**src/rtl/ddc_iq_packer_pkg.sv**
```systemverilog
// Shared DDC definitions: bus/sample widths, pack states and the round/saturate helper.
package ddc_iq_packer_pkg;
   localparam int PCIE_WORD_WIDTH  = 64;
   localparam int DDC_SAMPLE_WIDTH = 24;

   typedef enum logic {
      PACK_EMPTY = 1'b0,
      PACK_HALF  = 1'b1
   } pack_state_e;

   // Round half up, then clamp the positive side. in_w/out_w are constants at every call site.
   function automatic logic [31:0] ddc_round_sat(input logic signed [63:0] x,
                                                 input int in_w, input int out_w);
      logic signed [64:0] sum;
      logic signed [64:0] shifted;
      logic signed [64:0] max_pos;
      sum     = $signed({x[63], x}) + (65'sd1 <<< (in_w - out_w - 1));
      shifted = sum >>> (in_w - out_w);
      max_pos = (65'sd1 <<< (out_w - 1)) - 65'sd1;
      if (shifted > max_pos) shifted = max_pos;
      return 32'(shifted);
   endfunction
endpackage

```
**src/rtl/ddc_iq_packer_fifo.sv**
```systemverilog
// Small synchronous first-word-fall-through FIFO with exact level; a write when full only lands with a read.
module ddc_sync_fifo_fwft #(
   parameter int WIDTH = 64,
   parameter int DEPTH = 8
) (
   input  logic                     clk,
   input  logic                     rst,
   input  logic                     wr_en,
   input  logic [WIDTH-1:0]         wr_data,
   input  logic                     rd_en,
   output logic [WIDTH-1:0]         rd_data,
   output logic                     full,
   output logic                     empty,
   output logic [$clog2(DEPTH):0]   level
);
   localparam int AW = $clog2(DEPTH);

   logic [WIDTH-1:0] mem_q [DEPTH];
   logic [WIDTH-1:0] mem_d [DEPTH];
   logic [AW-1:0]    wr_ptr_q, wr_ptr_d, rd_ptr_q, rd_ptr_d;
   logic [AW:0]      level_q, level_d;
   logic             do_wr, do_rd;

   always_comb begin
      empty    = (level_q == '0);
      full     = (level_q == (AW+1)'(DEPTH));
      do_rd    = rd_en & ~empty;
      do_wr    = wr_en & (~full | do_rd);
      wr_ptr_d = wr_ptr_q + AW'(do_wr);
      rd_ptr_d = rd_ptr_q + AW'(do_rd);
      level_d  = level_q + (AW+1)'(do_wr) - (AW+1)'(do_rd);
      mem_d    = mem_q;
      if (do_wr) mem_d[wr_ptr_q] = wr_data;
   end

   always_ff @(posedge clk) begin
      if (rst) begin
         wr_ptr_q <= '0;
         rd_ptr_q <= '0;
         level_q  <= '0;
         for (int i = 0; i < DEPTH; i++) mem_q[i] <= '0;
      end else begin
         wr_ptr_q <= wr_ptr_d;
         rd_ptr_q <= rd_ptr_d;
         level_q  <= level_d;
         mem_q    <= mem_d;
      end
   end

   assign rd_data = mem_q[rd_ptr_q];
   assign level   = level_q;
endmodule

```
**src/rtl/ddc_iq_packer.sv**
```systemverilog
// IQ packer: rounds I/Q pairs to 16 bits, packs two pairs per 64-bit word and queues words for the DMA path.
//   state      | meaning
//   PACK_EMPTY | no pair held; next rounded pair becomes pair 0
//   PACK_HALF  | pair 0 held; next rounded pair completes and pushes the word
module ddc_iq_packer
   import ddc_iq_packer_pkg::*;
#(
   parameter int IN_WIDTH   = DDC_SAMPLE_WIDTH,
   parameter int OUT_WIDTH  = 16,
   parameter int FIFO_DEPTH = 8,
   parameter int CNT_WIDTH  = 16
) (
   input  logic                          CLK,
   input  logic                          RST,
   input  logic                          Enable,
   input  logic [IN_WIDTH-1:0]           Data_In_I,
   input  logic                          Data_In_I_Valid,
   input  logic [IN_WIDTH-1:0]           Data_In_Q,
   input  logic                          Data_In_Q_Valid,
   output logic [PCIE_WORD_WIDTH-1:0]    Word_Out,
   output logic                          Word_Out_Valid,
   input  logic                          Word_Out_Ready,
   output logic [$clog2(FIFO_DEPTH):0]   Fifo_Level,
   output logic [CNT_WIDTH-1:0]          Overflow_Cnt,
   output logic                          Pair_Err
);
   pack_state_e              state_q, state_d;
   logic [OUT_WIDTH-1:0]     rnd_i_q, rnd_i_d, rnd_q_q, rnd_q_d;
   logic                     rnd_vld_q, rnd_vld_d;
   logic [2*OUT_WIDTH-1:0]   pair0_q, pair0_d;
   logic                     en_q, en_d;
   logic                     pair_err_q, pair_err_d;
   logic [CNT_WIDTH-1:0]     ovf_cnt_q, ovf_cnt_d;
   logic                     accept, en_fall, push, pop, overflow;
   logic                     fifo_full, fifo_empty;
   logic [PCIE_WORD_WIDTH-1:0] push_word;

   always_comb begin
      accept    = Enable & Data_In_I_Valid & Data_In_Q_Valid;
      en_fall   = en_q & ~Enable;
      push      = rnd_vld_q & (state_q == PACK_HALF);
      pop       = ~fifo_empty & Word_Out_Ready;
      overflow  = push & fifo_full & ~pop;
      push_word = {rnd_q_q, rnd_i_q, pair0_q};

      rnd_vld_d = accept;
      rnd_i_d   = rnd_i_q;
      rnd_q_d   = rnd_q_q;
      if (accept) begin
         rnd_i_d = OUT_WIDTH'(ddc_round_sat(64'($signed(Data_In_I)), IN_WIDTH, OUT_WIDTH));
         rnd_q_d = OUT_WIDTH'(ddc_round_sat(64'($signed(Data_In_Q)), IN_WIDTH, OUT_WIDTH));
      end

      en_d       = Enable;
      pair_err_d = pair_err_q | (Enable & (Data_In_I_Valid ^ Data_In_Q_Valid));
      ovf_cnt_d  = (overflow && (ovf_cnt_q != '1)) ? ovf_cnt_q + CNT_WIDTH'(1) : ovf_cnt_q;

      // A completing word still pushes on an Enable drop; only a lone half pair is discarded.
      state_d = state_q;
      pair0_d = pair0_q;
      if (push) begin
         state_d = PACK_EMPTY;
      end else if (rnd_vld_q && !en_fall) begin
         state_d = PACK_HALF;
         pair0_d = {rnd_q_q, rnd_i_q};
      end else if (en_fall) begin
         state_d = PACK_EMPTY;
      end
   end

   always_ff @(posedge CLK) begin
      if (RST) begin
         state_q    <= PACK_EMPTY;
         rnd_i_q    <= '0;
         rnd_q_q    <= '0;
         rnd_vld_q  <= 1'b0;
         pair0_q    <= '0;
         en_q       <= 1'b0;
         pair_err_q <= 1'b0;
         ovf_cnt_q  <= '0;
      end else begin
         state_q    <= state_d;
         rnd_i_q    <= rnd_i_d;
         rnd_q_q    <= rnd_q_d;
         rnd_vld_q  <= rnd_vld_d;
         pair0_q    <= pair0_d;
         en_q       <= en_d;
         pair_err_q <= pair_err_d;
         ovf_cnt_q  <= ovf_cnt_d;
      end
   end

   ddc_sync_fifo_fwft #(
      .WIDTH (PCIE_WORD_WIDTH),
      .DEPTH (FIFO_DEPTH)
   ) u_fifo (
      .clk     (CLK),
      .rst     (RST),
      .wr_en   (push),
      .wr_data (push_word),
      .rd_en   (pop),
      .rd_data (Word_Out),
      .full    (fifo_full),
      .empty   (fifo_empty),
      .level   (Fifo_Level)
   );

   assign Word_Out_Valid = ~fifo_empty;
   assign Overflow_Cnt   = ovf_cnt_q;
   assign Pair_Err       = pair_err_q;
endmodule

```
**config.mk**
```make
export PLATFORM = sky130hd
export DESIGN_NAME = ddc_iq_packer
export DESIGN_NICKNAME = d
export VERILOG_FILES = /design/src/rtl/ddc_iq_packer_pkg.sv /design/src/rtl/ddc_iq_packer_fifo.sv /design/src/rtl/ddc_iq_packer.sv
export SDC_FILE = /design/constraint.sdc
export NUM_CORES = 1
export LEC_CHECK = 0
export CORE_ASPECT_RATIO = 0.5
export CORE_MARGIN = 2
export CORE_UTILIZATION = 60
export DETAILED_ROUTE_END_ITERATION = 12
export PLACE_DENSITY = 0.81
export SETUP_SLACK_MARGIN = 0.3
export SLEW_MARGIN = 20
export SYNTH_ARGS = -nofsm -noshare
export SYNTH_HDL_FRONTEND = slang
export SYNTH_SLANG_ARGS = --single-unit
```
**constraint.sdc**
```tcl
create_clock -name CLK -period 3.5 [get_ports CLK]
set_input_delay 0.875 -clock CLK [delete_from_list [all_inputs] [get_ports CLK]]
set_output_delay 0.875 -clock CLK [all_outputs]
set_load 0.01 [all_outputs]
```
# Yosys cells after proc, flatten, opt, wreduce, memory -nomap -nowiden
# Cells that the tools add are included.
# W data, S select, Z words.
[word_totals]
regBits = 606
in_bits = 54
out_inout_bits = 86
word_cells = 71
[op_classes]
n_addsub = 7
order_cmp = 5
eq_ne = 2
n_mux = 10
n_bitwise = 20
reduce_logical = 8
[ops]
columns = ["operator", "count"]
rows = [
  ["$bwmux W512", 1],
  ["$bmux W64 S3", 1],
  ["$demux W64 S3", 1],
  ["$mux W64", 3],
  ["$add A24 B9 Y25 const B", 2],
  ["$gt A17 B16 Y1 const B", 2],
  ["$mux W16", 2],
  ["$add A16 B1 Y16 const B", 1],
  ["$ne A16 B16 Y1 const B", 1],
  ["$and A1 B1 Y1", 10],
  ["$ge A4 B4 Y1 const B", 2],
  ["$not A3 Y4", 2],
  ["$add A3 B1 Y3", 2],
  ["$not A1 Y1", 5],
  ["$add A4 B1 Y4", 1],
  ["$eq A4 B4 Y1 const B", 1],
  ["$logic_not A4 Y1", 1],
  ["$lt A4 B1 Y1 const B", 1],
  ["$sub A4 B1 Y4", 1],
  ["$logic_and A1 B1 Y1", 3],
  ["$mux W1", 2],
  ["$or A1 B1 Y1", 2],
  ["$reduce_and A2 Y1", 1],
  ["$reduce_bool A2 Y1", 1],
  ["3 further kinds", 3],
]

# Longest topological paths before layout
[depth]
depth_word = 8
ltp_mapped = 11
ltp_nobuf = 11

# By module
# From an unflattened synthesis, not the netlist that was laid out.
[hier_totals]
cells_unflattened = 2546
area_unflattened_um2 = 28439.8
[by_module_without_submodules]
columns = ["module", "n_inst", "cells_each", "area_per_inst_um2", "seq_area_each_um2"]
rows = [
  ["ddc_sync_fifo_fwft", 1, 2083, 24614.9, 10450.0],
  ["ddc_iq_packer", 1, 463, 3824.9, 1681.6],
]

# Worst setup path after synthesis
# OpenSTA, ideal clock, no wires.
[synth_path]
path_kind = "register -> output"
start = "reg u_fifo.rd_ptr_q[0]"
end = "out Word_Out[43]"
arrival_time_ns = 1.738
required_ns = 2.625
setup_slack_ns = 0.887
stages_incl_launch_ff = 5
path_cell_list = "dfxtp_1 -> buf_2 -> buf_2 -> mux4_2 -> mux2_2"
[synth_between]
elab_chain_len = 4
[synth_lines]
columns = ["item", "line", "rtl"]
rows = [
  ["start, declared", "ddc_iq_packer_fifo.sv:20", "logic [AW-1:0] wr_ptr_q, wr_ptr_d, rd_ptr_q, rd_ptr_d;"],
  ["start signal, assigned", "ddc_iq_packer_fifo.sv:44", "rd_ptr_q <= rd_ptr_d;"],
  ["$not A3 Y4 (implied by the code)", "ddc_iq_packer_fifo.sv:50", "assign rd_data = mem_q[rd_ptr_q];"],
  ["$bmux W64 S3", "ddc_iq_packer_fifo.sv:50", ""],
  ["$mux W64 (implied by the code) (2 in series)", "ddc_iq_packer_fifo.sv:50", ""],
  ["end, declared", "ddc_iq_packer.sv:20", "output logic [PCIE_WORD_WIDTH-1:0] Word_Out,"],
]
# No other way between the ends. The select of a mux whose other input is x is not followed.

# Worst setup path after layout
[layout_path]
start = "reg u_fifo.rd_ptr_q[0]"
end = "out Word_Out[34]"
# The elaborated chain is that of the path after synthesis.

==> impl_metrics.ini <==
[clocking]
numCtsBuffers = 52
cts_tree = yes
cts_hold_buf = 0
clkTransAtPathRegs_ns = 0.06
clockRootBuffer = clkbuf_16
htree_levels = 2
clock_latency_ns = 0.60
cts_buffer_depth = 3
clock_sinks = 606

[hold_path]
hold_class = flip-flop to flip-flop
holdPathStages = 2

[finish]
final_cells = 3707
drive_gt1_frac = 0.198
multi_input_area_um2 = 13300
layout.nets = 3137
final_common_cell = nand2_1
n_fill_cell = 3185
areaGrowthSynthToFinish_pct = 12.3
mostFrequentLayoutCells = nand2_1, dfxtp_1, a21oi_1
antenna_cells = 0
seqCellArea_um2 = 12100

[sta]
hold_violations = 0
maxSlewViolCount = 0
setup_viol = 0
slew_headroom = 0.446
tns_ns = 0
fin_crit_sh = 0.963
fmaxAchievable_mhz = 297
fin_crit_ns = 3.37
rsz0062_at_grt = true
worst_pin_slew_ns = 0.830
final.setup_skew_ns = 0.0202

[worst_setup_path]
end_kind = output pin
startpoint_type = flip-flop
worstPathArrival_ns = 2.49
path_max_fanout = 6
reg2regPathDepth = 8
crit_required_ns = 2.62
crit_type = flip-flop to output pin

[yosys]
synth_fa_ha_area_frac = 0.00662
ys_async_sr_fraction = 0
synth_top_family_by_area = simple AND/OR/NAND/NOR gates
ys_seq_area_frac = 0.439
synth_top_cell_by_area = dfxtp_1
synth.area.top_cells = dfxtp_1, nand2_1, mux4_2, a21oi_1, buf_6
syn_inst = 3059
synth_warnings = 0
syn_avg_cell_area_um2 = 9.03
ys_types = 58
synth_top_area_frac = 0.439
synth_xor_area_frac = 0.00952
netlist_area_um2 = 27600
synth_fp_nets = 3127
synth_mux_area_frac = 0.134
synthSimpleGateAreaFrac = 0.190
synth_compound_area_frac = 0.138
synth_edf_count = 0
ys.flop_type = dfxtp_1
ys_ff_latch = 606

[detailed_routing]
num_vias = 23300
drtAntennaViolNets = 0
vias_per_cell = 6.29
drtIter0Drc = 3034
drtPass1Iterations = 6
drc = 0
wirelength_um = 79800
routedWlPerCell_um = 21.5

[place]
place_inst = 3558
place_hpwl_um = 44300
portBuffers = 125
globalplace.congestion = 0.862

[outcome]
outcome = finished clean

[global_route]
grt_pass1_wl_um = 122000
overflow = 0
grt_max_degree = 109
track_usage = 0.321
antenna_found_initial = 2
grt_pass1_vias = 22400

[power]
ir_drop_mv = 0.392
p_leak_nw = 10.0
powerDensity_nw_per_um2 = 523
p_total_mw = 16.2

[floorplanning]
dieArea_um2 = 47900
initial_utilization = 0.610
core_area_um2 = 45300
ios = 140
die_w_um = 307
rows = 55
die_y_um = 156

[flow_run]
max-cap-violations = 0
==> what timing repair did <==
item,CTS,global route
setup endpoints to repair,64,61
cloned,7,3
resized for setup,196,114
setup buffers,24,21
==> synth_stat cells (3+ instances only) <==
master     instances
and4_1            10
mux2_2            72
o31a_1             3
clkbuf_1         100
or4_1              4
and3_1             8
dfxtp_1          606
xor2_1            20
nand2_1         1046
o31ai_1            4
a21oi_1          496
nand4_1           19
nand2_2           60
and2_1             7
nor3_1             7
ha_1              13
a211oi_1          29
a2111oi_4          6
nor4_1            12
nor2b_1           17
clkbuf_8          28
buf_6             83
buf_2             67
xnor2_1           10
buf_8              8
inv_1             12
mux4_2           128
a21oi_2           60
o2111ai_4          8
nand3_1           20
nor2_1            49
o21ai_0           10
nand2b_1           3
buf_4              5
==> report_power, final <==
part	internal (mW)	switching (mW)
combinational	1.75	1.37
clock	3.34	2.68
sequential	6.95	0.124
==> cell families after synthesis <==
kind of cell               after synthesis
and+or+nand+nor                       1274
AOI/OAI and AO/OA                      627
DFF                                    606
buffers and inverters                  307
muxes                                  201
xor gates and xnor gates                30
adders and majority gates               14
==> critical path, stage by stage (launching register included) <==
cell and delay (ns):
dfxtp_4 0.40, buf_12 0.15, buf_12 0.11, buf_6 0.09, buf_12 0.12, buf_16 0.13
mux4_2 0.49, mux2_4 0.29, buf_6 0.12
==> cell type report <==
class	count	share of cell area
clock buffer	76	0.0494
multi-input combinational	2146	0.430
sequential	606	0.392
inverter	13	0.00157
clock inverter	18	0.00674
timing repair buffer	250	0.0962
tap	598	0.0241
==> registers in the layout, indices dropped and copies added (netlist names) <==
| name | flops |
|---|---|
| u_fifo.wr_ptr_q | 3 |
| state_q | 1 |
| u_fifo.level | 4 |
| rnd_q_q | 16 |
| en_q | 1 |
| u_fifo.rd_ptr_q | 3 |
| Overflow_Cnt | 16 |
| Pair_Err | 1 |
| u_fifo.mem_q | 512 |
| rnd_i_q | 16 |
| rnd_vld_q | 1 |
| pair0_q | 32 |
==> layer usage <==
layer	GRT usage	wire, um	up-vias
met5	0	35	-
met4	0.130	2920	4
met3	0.0652	9000	260
met2	0.526	37500	1472
met1	0.419	30300	11200
li1	-	-	10300
==> per-stage QoR <==
stage | instance area [um2] | hold slack [ns] | util | setup slack, ns
2_1_floorplan | 27600 | 0.433 | - | 0.887
3_3_place_gp | 28400 | 0.438 | 0.627 | 0.409
3_5_place_dp | 28400 | 0.443 | 0.627 | 0.377
4_1_cts | 30600 | 0.453 | 0.676 | 0.117
5_1_grt | 31000 | 0.465 | 0.685 | 0.107
6_report | 31000 | 0.452 | 0.685 | 0.131
==> worst paths after layout <==
kind | from | to | slack, ns
setup / recovery | u_fifo.rd_ptr_q[0] | Word_Out[34] | 0.13
hold / removal | u_fifo.mem_q[123] | u_fifo.mem_q[123] | 0.45
setup reg to reg | u_fifo.level[2] | Overflow_Cnt[13] | 1.00
hold reg to reg | u_fifo.mem_q[123] | u_fifo.mem_q[123] | 0.45
Note: power is estimated with default switching activity, not from simulation.
